===== src/rtl/apb_mbox_pkg.sv =====
// Shared types and constants for the mailbox APB requester.
// Mailbox data is at most MBOX_DATA_W bits wide; the response record is sized to it.
package apb_mbox_pkg;

    localparam int unsigned MBOX_DATA_W = 32;
    localparam int unsigned PSLVERR_W   = 2;

    typedef enum logic [1:0] {
        IDLE   = 2'd0,
        SETUP  = 2'd1,
        ACCESS = 2'd2,
        RESP   = 2'd3
    } apb_state_t;

    typedef struct packed {
        logic [MBOX_DATA_W-1:0] rdata;
        logic                   err;
        logic                   timeout;
    } apb_rsp_t;

endpackage


===== src/rtl/apb_mbox_master.sv =====
// APB3 requester: turns one valid/ready command into a SETUP/ACCESS transfer
// and returns data/status on a valid/ready response port. One transfer in flight.
module apb_mbox_master
    import apb_mbox_pkg::*;
#(
    parameter int unsigned ADDR_W  = 12,
    parameter int unsigned DATA_W  = MBOX_DATA_W,
    parameter int unsigned TIMEOUT = 16
) (
    input  logic                 pclk,
    input  logic                 preset,

    input  logic                 cmd_valid,
    output logic                 cmd_ready,
    input  logic                 cmd_write,
    input  logic [ADDR_W-1:0]    cmd_addr,
    input  logic [DATA_W-1:0]    cmd_wdata,

    output logic                 rsp_valid,
    input  logic                 rsp_ready,
    output logic [DATA_W-1:0]    rsp_rdata,
    output logic                 rsp_err,
    output logic                 rsp_timeout,

    output logic                 psel,
    output logic                 penable,
    output logic                 pwrite,
    output logic [ADDR_W-1:0]    paddr,
    output logic [DATA_W-1:0]    pwdata,
    input  logic                 pready,
    input  logic [DATA_W-1:0]    prdata,
    input  logic [PSLVERR_W-1:0] pslverr
);

    // TIMEOUT == 0 disables the counter; keep at least one bit so the vector is legal.
    localparam int unsigned CNT_W = (TIMEOUT == 0) ? 1 : $clog2(TIMEOUT + 1);

    apb_state_t        state_q, state_d;
    logic [CNT_W-1:0]  cnt_q, cnt_d;
    logic              psel_q, psel_d;
    logic              penable_q, penable_d;
    logic              pwrite_q, pwrite_d;
    logic [ADDR_W-1:0] paddr_q, paddr_d;
    logic [DATA_W-1:0] pwdata_q, pwdata_d;
    logic              rsp_valid_q, rsp_valid_d;
    apb_rsp_t          rsp_q, rsp_d;
    logic              timed_out;

    assign timed_out = (TIMEOUT != 0) && !pready && (cnt_q == CNT_W'(TIMEOUT - 1));

    always_comb begin
        state_d     = state_q;
        cnt_d       = cnt_q;
        psel_d      = psel_q;
        penable_d   = penable_q;
        pwrite_d    = pwrite_q;
        paddr_d     = paddr_q;
        pwdata_d    = pwdata_q;
        rsp_valid_d = rsp_valid_q;
        rsp_d       = rsp_q;

        unique case (state_q)
            IDLE: begin
                if (cmd_valid) begin
                    pwrite_d  = cmd_write;
                    paddr_d   = cmd_addr;
                    pwdata_d  = cmd_wdata;
                    psel_d    = 1'b1;
                    penable_d = 1'b0;
                    state_d   = SETUP;
                end
            end
            SETUP: begin
                penable_d = 1'b1;
                state_d   = ACCESS;
            end
            ACCESS: begin
                // pready is checked first so it beats a coincident timeout.
                if (pready) begin
                    rsp_d.rdata   = pwrite_q ? '0 : MBOX_DATA_W'(prdata);
                    rsp_d.err     = |pslverr;
                    rsp_d.timeout = 1'b0;
                    psel_d        = 1'b0;
                    penable_d     = 1'b0;
                    rsp_valid_d   = 1'b1;
                    state_d       = RESP;
                end else if (timed_out) begin
                    rsp_d.rdata   = '0;
                    rsp_d.err     = 1'b1;
                    rsp_d.timeout = 1'b1;
                    psel_d        = 1'b0;
                    penable_d     = 1'b0;
                    rsp_valid_d   = 1'b1;
                    state_d       = RESP;
                end else if (cnt_q != {CNT_W{1'b1}}) begin
                    cnt_d = cnt_q + 1'b1;
                end
            end
            RESP: begin
                if (rsp_ready) begin
                    rsp_valid_d = 1'b0;
                    cnt_d       = '0;
                    state_d     = IDLE;
                end
            end
            default: state_d = IDLE;
        endcase
    end

    always_ff @(posedge pclk or posedge preset) begin
        if (preset) begin
            state_q     <= IDLE;
            cnt_q       <= '0;
            psel_q      <= 1'b0;
            penable_q   <= 1'b0;
            pwrite_q    <= 1'b0;
            paddr_q     <= '0;
            pwdata_q    <= '0;
            rsp_valid_q <= 1'b0;
            rsp_q       <= '0;
        end else begin
            state_q     <= state_d;
            cnt_q       <= cnt_d;
            psel_q      <= psel_d;
            penable_q   <= penable_d;
            pwrite_q    <= pwrite_d;
            paddr_q     <= paddr_d;
            pwdata_q    <= pwdata_d;
            rsp_valid_q <= rsp_valid_d;
            rsp_q       <= rsp_d;
        end
    end

    assign cmd_ready   = (state_q == IDLE);
    assign psel        = psel_q;
    assign penable     = penable_q;
    assign pwrite      = pwrite_q;
    assign paddr       = paddr_q;
    assign pwdata      = pwdata_q;
    assign rsp_valid   = rsp_valid_q;
    assign rsp_rdata   = rsp_q.rdata[DATA_W-1:0];
    assign rsp_err     = rsp_q.err;
    assign rsp_timeout = rsp_q.timeout;

endmodule


===== config.mk =====
export PLATFORM = sky130hd
export DESIGN_NAME = apb_mbox_master
export DESIGN_NICKNAME = d
export VERILOG_FILES = /design/src/rtl/apb_mbox_pkg.sv /design/src/rtl/apb_mbox_master.sv
export SDC_FILE = /design/constraint.sdc
export NUM_CORES = 1
export LEC_CHECK = 0
export BUFFER_PORTS_ARGS = -buffer_cell sky130_fd_sc_hd__buf_2
export CAP_MARGIN = 5
export CORE_MARGIN = 2
export CORE_UTILIZATION = 46
export CTS_CLUSTER_SIZE = 30
export DETAILED_ROUTE_END_ITERATION = 16
export MAX_ROUTING_LAYER = met4
export PLACE_DENSITY_LB_ADDON = 0.1
export SKIP_CTS_REPAIR_TIMING = 1
export SLEW_MARGIN = 15
export SYNTH_ARGS = -nofsm -noshare
export SYNTH_HDL_FRONTEND = slang
export SYNTH_SLANG_ARGS = --single-unit

===== constraint.sdc =====
create_clock -name pclk -period 2.84 [get_ports pclk]
set_input_delay 0.142 -clock pclk [delete_from_list [all_inputs] [get_ports pclk]]
set_output_delay 0.142 -clock pclk [all_outputs]
set_load 0.02 [all_outputs]

==> qor.csv, run 1 <==
metric,value,unit
synth_area,0.00347,sq mm
fin_skew,10.4,ps
grt_pass1_vias,2558,
drv_cap,0,
grt-busiest-layer,met2,
worstMarginPinSlew,866,ps
max-slew-margin-rel,0.422,
cts_sinks,89,
port-buffer-count,166,
setup_viol,0,
grt_use_met2,0.304,
num_vias,2521,
grt_start_max_net_pins,53,
synthCells,233,
fin_crit,2100,ps
utilization,0.636,
n_fill_cell,631,
drc,0,
grt_overflow,0,
diodes,0,
clkSlewWorstSetupHoldPaths,80,ps
regArea,0.00223,sq mm
synthFlopType,dfrtp_1,
grt_antenna_before_repair,0,
die_w,90.9,um
failed_checks,negative hold slack,
viasPerCell,4.96,
grtUsageMet3,0.0334,
rsz0062_at_grt,false,
ys_seq_elements,89,
gp_congestion,0.881,
wl,7.75,mm
netlist.area_leader.share,0.642,
syn_area_per_cell,14.9,sq um
critPathKind,flip-flop to flip-flop,
grt.met1_usage,0.272,
synth_area_leader_cell,dfrtp_1,
die_height,90.9,um
synth_commonest_cells,"dfrtp_1 (89), mux2_2 (46), a22o_1 (32)",
area_delta_synth_final,33.6,%
drive_gt1_frac,0.584,
grt_pass1_wl,12.7,mm
synth-edff-count,0,
design_area,0.00464,sq mm
ant_nets,0,
finalSetupTns,0,ps
multi_input_area,0.00117,sq mm
worstSkewPairLatency,340,ps
hold_class,input port to async pin,
yosysMostFrequentCell,dfrtp_1,
ys_seq_area_frac,0.642,
htree_num_levels,3,
crit_path_max_fanout,5,
crit_arrival,2310,ps
rows,31,
yosys-top-cells-area,"dfrtp_1 (64%), mux2_2 (15%), a22o_1 (8.1%)",
grt_util_all_layers,0.200,
syn_nets,325,
cts_root_buf,clkbuf_8,
clockBufferDepth,2,
fin_nets,496,
core,0.00729,sq mm
wl_per_cell,15.3,um
timing.final.crit_share,0.740,
cts_tree,built,
whs,-48.6,ps
ios,167,
cts-buffers-inserted,9,
drv_slew,0,
outcome,"finished, violations left",
worstSetupEndpointType,flip-flop,
placed_area,0.00442,sq mm
first_pass_iters,4,
ys_types,27,
start_kind,flip-flop,
hold_viol_final,50,
start_util,0.476,
synth_async_sr_flop_share,1.00,
leakage,2.40,nW
die-area,0.00826,sq mm
power_density,1210,mW/mm^2
worst_slack,737,ps
timing.fmax,476,MHz
synth_warnings,0,
peakVddDrop,722,uV
cp_data_required_time,3050,ps
place_hpwl,5.55,mm
first_iter_violations,95,
pre_cts_slack,752,ps
registers in the layout (all words and copies together) (netlist names), 2 cells and up:
signal,cells
pwdata,32
rsp_rdata,32
paddr,12
cnt_q,5
state_q,2
cell usage in the layout, fill, tap and decap left out, types with 2 or more instances in the layout:
| cell | Yosys | layout |
|---|---|---|
| buf_2 | 11 | 166 |
| dfrtp_1 | 89 | 89 |
| mux2_2 | 46 | 46 |
| a22o_1 | 32 | 32 |
| clkbuf_8 | 0 | 10 |
| ha_1 | 8 | 8 |
| a21oi_1 | 7 | 7 |
| inv_1 | 7 | 6 |
| o21ai_0 | 5 | 5 |
| buf_4 | 0 | 5 |
| nor2b_1 | 3 | 3 |
| nand2_1 | 3 | 2 |
| nand2b_1 | 2 | 2 |
| nor2_1 | 3 | 2 |
| nand3_1 | 2 | 2 |
| nor3_1 | 2 | 2 |
| clkinv_2 | 0 | 2 |
| clkbuf_1 | 0 | 2 |
| bufinv_16 | 0 | 2 |
critical path: stages (launching register included):
cell and delay [ps]:
dfrtp_1 410, ha_1 240, and3_1 210, ha_1 260, or4b_4 550, a21oi_4 200, o221ai_2 110
metrics by stage:
stage | std cells | hold slack (ps) | total power [mW]
detailed placement | 492 | 345 | 4.73
CTS | 508 | -31.6 | 5.68
finish | 508 | -48.6 | 5.62
global route | 508 | 7.37 | 5.98
global placement | 492 | 344 | 4.67
floorplan | 233 | 228 | 3.86
path summary, 6_finish.rpt:
kind | to | slack, ps | depth (start not counted) | startpoint
setup / recovery | cnt_q[3]$_DFFE_PP0P_ | 740 | 6 | cnt_q[0]$_DFFE_PP0P_
hold / removal | pwdata[28]$_DFFE_PP0P_ | -50 | 2 | preset
setup reg to reg | cnt_q[3]$_DFFE_PP0P_ | 740 | 6 | cnt_q[0]$_DFFE_PP0P_
min in group pclk | rsp_rdata[29]$_DFFE_PP0P_ | 10 | 2 | prdata[29]
max in group asynchronous | pwdata[26]$_DFFE_PP0P_ | 2120 | 3 | preset
hold reg to reg | rsp_err$_DFFE_PP0P_ | 500 | 1 | rsp_err$_DFFE_PP0P_
logic make-up after synthesis:
group | count (synthesis) | synth area share
buf+inv | 18 | 0.0234
simple gates | 19 | 0.0342
compound gates | 52 | 0.119
mux | 47 | 0.152
fa+ha+maj | 8 | 0.0288
flops | 89 | 0.642
where the power goes:
part / switching [mW] / internal [mW] / leakage (nW)
clock: 0.417 / 0.523 / 0.111
sequential: 0.297 / 1.86 / 1.10
combinational: 1.45 / 1.07 / 1.19
total: 2.17 / 3.46 / 2.40
per-layer routing:
| metal | vias up | wire length, um |
|---|---|---|
| met1 | 1223 | 3410 |
| met2 | 104 | 3730 |
| met3 | 8 | 502 |
| met5 | - | 0 |
| li1 | 1186 | - |
| met4 | 0 | 111 |
cell type report:
cell class / instances / area share
inverters: 7 / 0.00594
clock inverters: 4 / 0.0159
clock buffers: 12 / 0.0313
well taps: 99 / 0.0267
multi-input cells: 126 / 0.253
repair buffers: 171 / 0.187
flip-flops and latches: 89 / 0.480
Power figures use the tool's default switching activity.
==> inputs of run 2 (changes only) <==
--- a/config.mk
+++ b/config.mk
@@ -8,7 +8,7 @@
 export BUFFER_PORTS_ARGS = -buffer_cell sky130_fd_sc_hd__buf_2
 export CAP_MARGIN = 5
 export CORE_MARGIN = 2
-export CORE_UTILIZATION = 46
+export CORE_UTILIZATION = 41
 export CTS_CLUSTER_SIZE = 30
 export DETAILED_ROUTE_END_ITERATION = 16
 export MAX_ROUTING_LAYER = met4
==> constraint.sdc (replaced) <==
create_clock -name pclk -period 1.8 [get_ports pclk]
set_input_delay 0.09 -clock pclk [delete_from_list [all_inputs] [get_ports pclk]]
set_output_delay 0.09 -clock pclk [all_outputs]
set_load 0.02 [all_outputs]
==> run 2 against run 1 <==
  * The flow finishes with violations (negative setup slack)
  * Critical endpoint unchanged
  * Critical path depth stayed put
  * Register-to-register slack worse by 820 ps
  * Clock-buffer cell count is 1 lower
  * Hold slack better by 93 ps
  * Highest routed layer unchanged
  * Largest cell class unchanged
==> qor.csv, run 2 (same netlist as run 1, synthesis figures left out) <==
metric,value,unit,change
clkSlewWorstSetupHoldPaths,90,ps,about the same
wl,9.19,mm,+19%
drc,0,,unchanged
die_height,96.0,um,+5.7%
whs,44.5,ps,+93.1 ps
power_frac_seq,0.366,,-0.018
grt_pass1_vias,2458,,-3.9%
leakage,2.82,nW,+17%
core,0.00822,sq mm,+13%
drv_cap,0,,unchanged
diodes,0,,unchanged
wl_per_cell,15.2,um,about the same
gp_congestion,0.773,,-12%
grt_util_all_layers,0.175,,-0.0250
crit_arrival,2110,ps,-200 ps
worstSetupEndpointType,flip-flop,,
rr_worst_depth,6,,unchanged
start_kind,flip-flop,,
peakVddDrop,898,uV,+24%
die-area,0.00922,sq mm,+12%
ant_nets,0,,unchanged
viasPerCell,4.80,,-3.2%
p_int,5.75,mW,+66%
first_pass_iters,5,,+1
crit_path_max_fanout,5,,unchanged
grt_start_max_net_pins,46,,-13%
drive_gt1_frac,0.518,,-0.0663
clockBufferDepth,2,,unchanged
die_w,96.0,um,+5.7%
cts_sinks,89,,unchanged
fin_crit,1880,ps,-223 ps
htree_num_levels,3,,unchanged
hold_class,input port to flip-flop,,
critPathKind,flip-flop to flip-flop,,
p_sw,3.61,mW,+67%
cp_num_cells,6,,unchanged
worst_slack,-80.1,ps,-817 ps
area_delta_synth_final,62.6,%,
rows,33,,+6.5%
timing.fmax,532,MHz,+12%
fin_nets,585,,+18%
whs_path_depth,2,,
max-slew-margin-rel,0.606,,+0.184
port-buffer-count,166,,unchanged
rsz0062_at_grt,true,,
placed_area,0.00456,sq mm,+3.3%
power_density,1660,mW/mm^2,+37%
power_switching_share,0.385,,about the same
grt_pass1_wl,11.8,mm,-7.2%
first_iter_violations,64,,-33%
crit_buf_inv,0,,unchanged
cts_tree,built,,
path_delay_family,simple AND/OR/NAND/NOR gates,,
fin_skew,13.5,ps,+3.11 ps
comb_power_share,0.470,,+0.021
num_vias,2897,,+15%
finalSetupTns,-457,ps,-457 ps
worstMarginPinSlew,590,ps,-276 ps
final_common_cell,buf_2,,
grt_overflow,0,,unchanged
design_area,0.00564,sq mm,+22%
cp_data_required_time,2030,ps,-1020 ps
grt_antenna_before_repair,0,,unchanged
critPathSlowestCell,or4b_4,,
timing.final.crit_share,1.04,,+0.304
start_util,0.422,,-0.0536
max_stage_delay,520,ps,-30 ps
hold_viol_final,0,,-100%
failed_checks,negative setup slack,,
cts-buffers-inserted,9,,unchanged
outcome,"finished, violations left",,
place_hpwl,5.72,mm,+3.1%
ios,167,,unchanged
p_clk_frac,0.164,,-0.003
worstSkewPairLatency,350,ps,about the same
cts_root_buf,clkbuf_8,,
drv_slew,0,,unchanged
path_cells,ha_2 > and3_4 > ha_4 > or4b_4 > a21oi_4 > o221ai_2,,
setup_viol,7,,+7
final_cell_mix,"buf_2 (166), dfrtp_1 (89), dlygate4sd3_1 (78), mux2_2 (46), a22o_1 (32)",,
[run 2: changes by cell type in the layout (fill, tap and decap cells not counted), sizes merged]
cell         previous run  this run
buf                   171       181
dlygate4sd3             0        78
clkinvlp                0         1
[run 2: final cells by class]
type                       instances  area [sq um]
inverter                           7          30.0
tap                              105           131
sequential                        89          2230
timing repair buffer             260          1810
multi-input combinational        126          1220
fill                             618          2570
clock inverter                     5          86.3
clock buffer                      11           141
[run 2: per-stage QoR]
step                      std cells  power [mW]  utilization  worst slack, ps
after global placement          505        7.51        0.555            -77.2
final                           603        9.36        0.687            -80.1
after floorplan                 233        6.10            -            -62.3
after detailed placement        505        7.62        0.555             -125
after CTS                       521        9.18        0.583             -135
after global routing            603        9.96        0.687             -183
[run 2: final timing paths]
path                                 startpoint                  endpoint  slack (ps)
max in group asynchronous                preset  rsp_rdata[0]$_DFFE_PP0P_         870
min in group asynchronous                preset      paddr[8]$_DFFE_PP0P_         360
max reg2reg                cnt_q[1]$_DFFE_PP0P_      cnt_q[3]$_DFFE_PP0P_         -80
min                                      pready   rsp_timeout$_DFFE_PP0P_          40
min reg2reg                 rsp_err$_DFFE_PP0P_       rsp_err$_DFFE_PP0P_         480
max                        cnt_q[1]$_DFFE_PP0P_      cnt_q[3]$_DFFE_PP0P_         -80
[run 2: metal layers]
layer	up-vias	global-route usage	wire, um
met5	-	-	0
met4	0	0.0726	121
met3	11	0.0525	527
met2	102	0.277	4760
met1	1422	0.209	3780
li1	1362	-	-
[run 2: worst reg2reg max path: stages (launching register included)]
cell,delay [ps]
dfrtp_1,390
ha_2,190
and3_4,190
ha_4,160
or4b_4,520
a21oi_4,210
o221ai_2,110
[run 2: power by group through the flow]
stage	Clock, mW	Combinational [mW]	Sequential, mW
global placement	0	4.11	3.40
CTS	1.59	4.18	3.41
detailed placement	0	4.17	3.45
global route	1.68	4.75	3.54
finish	1.54	4.40	3.42
floorplan	0	1.56	4.54
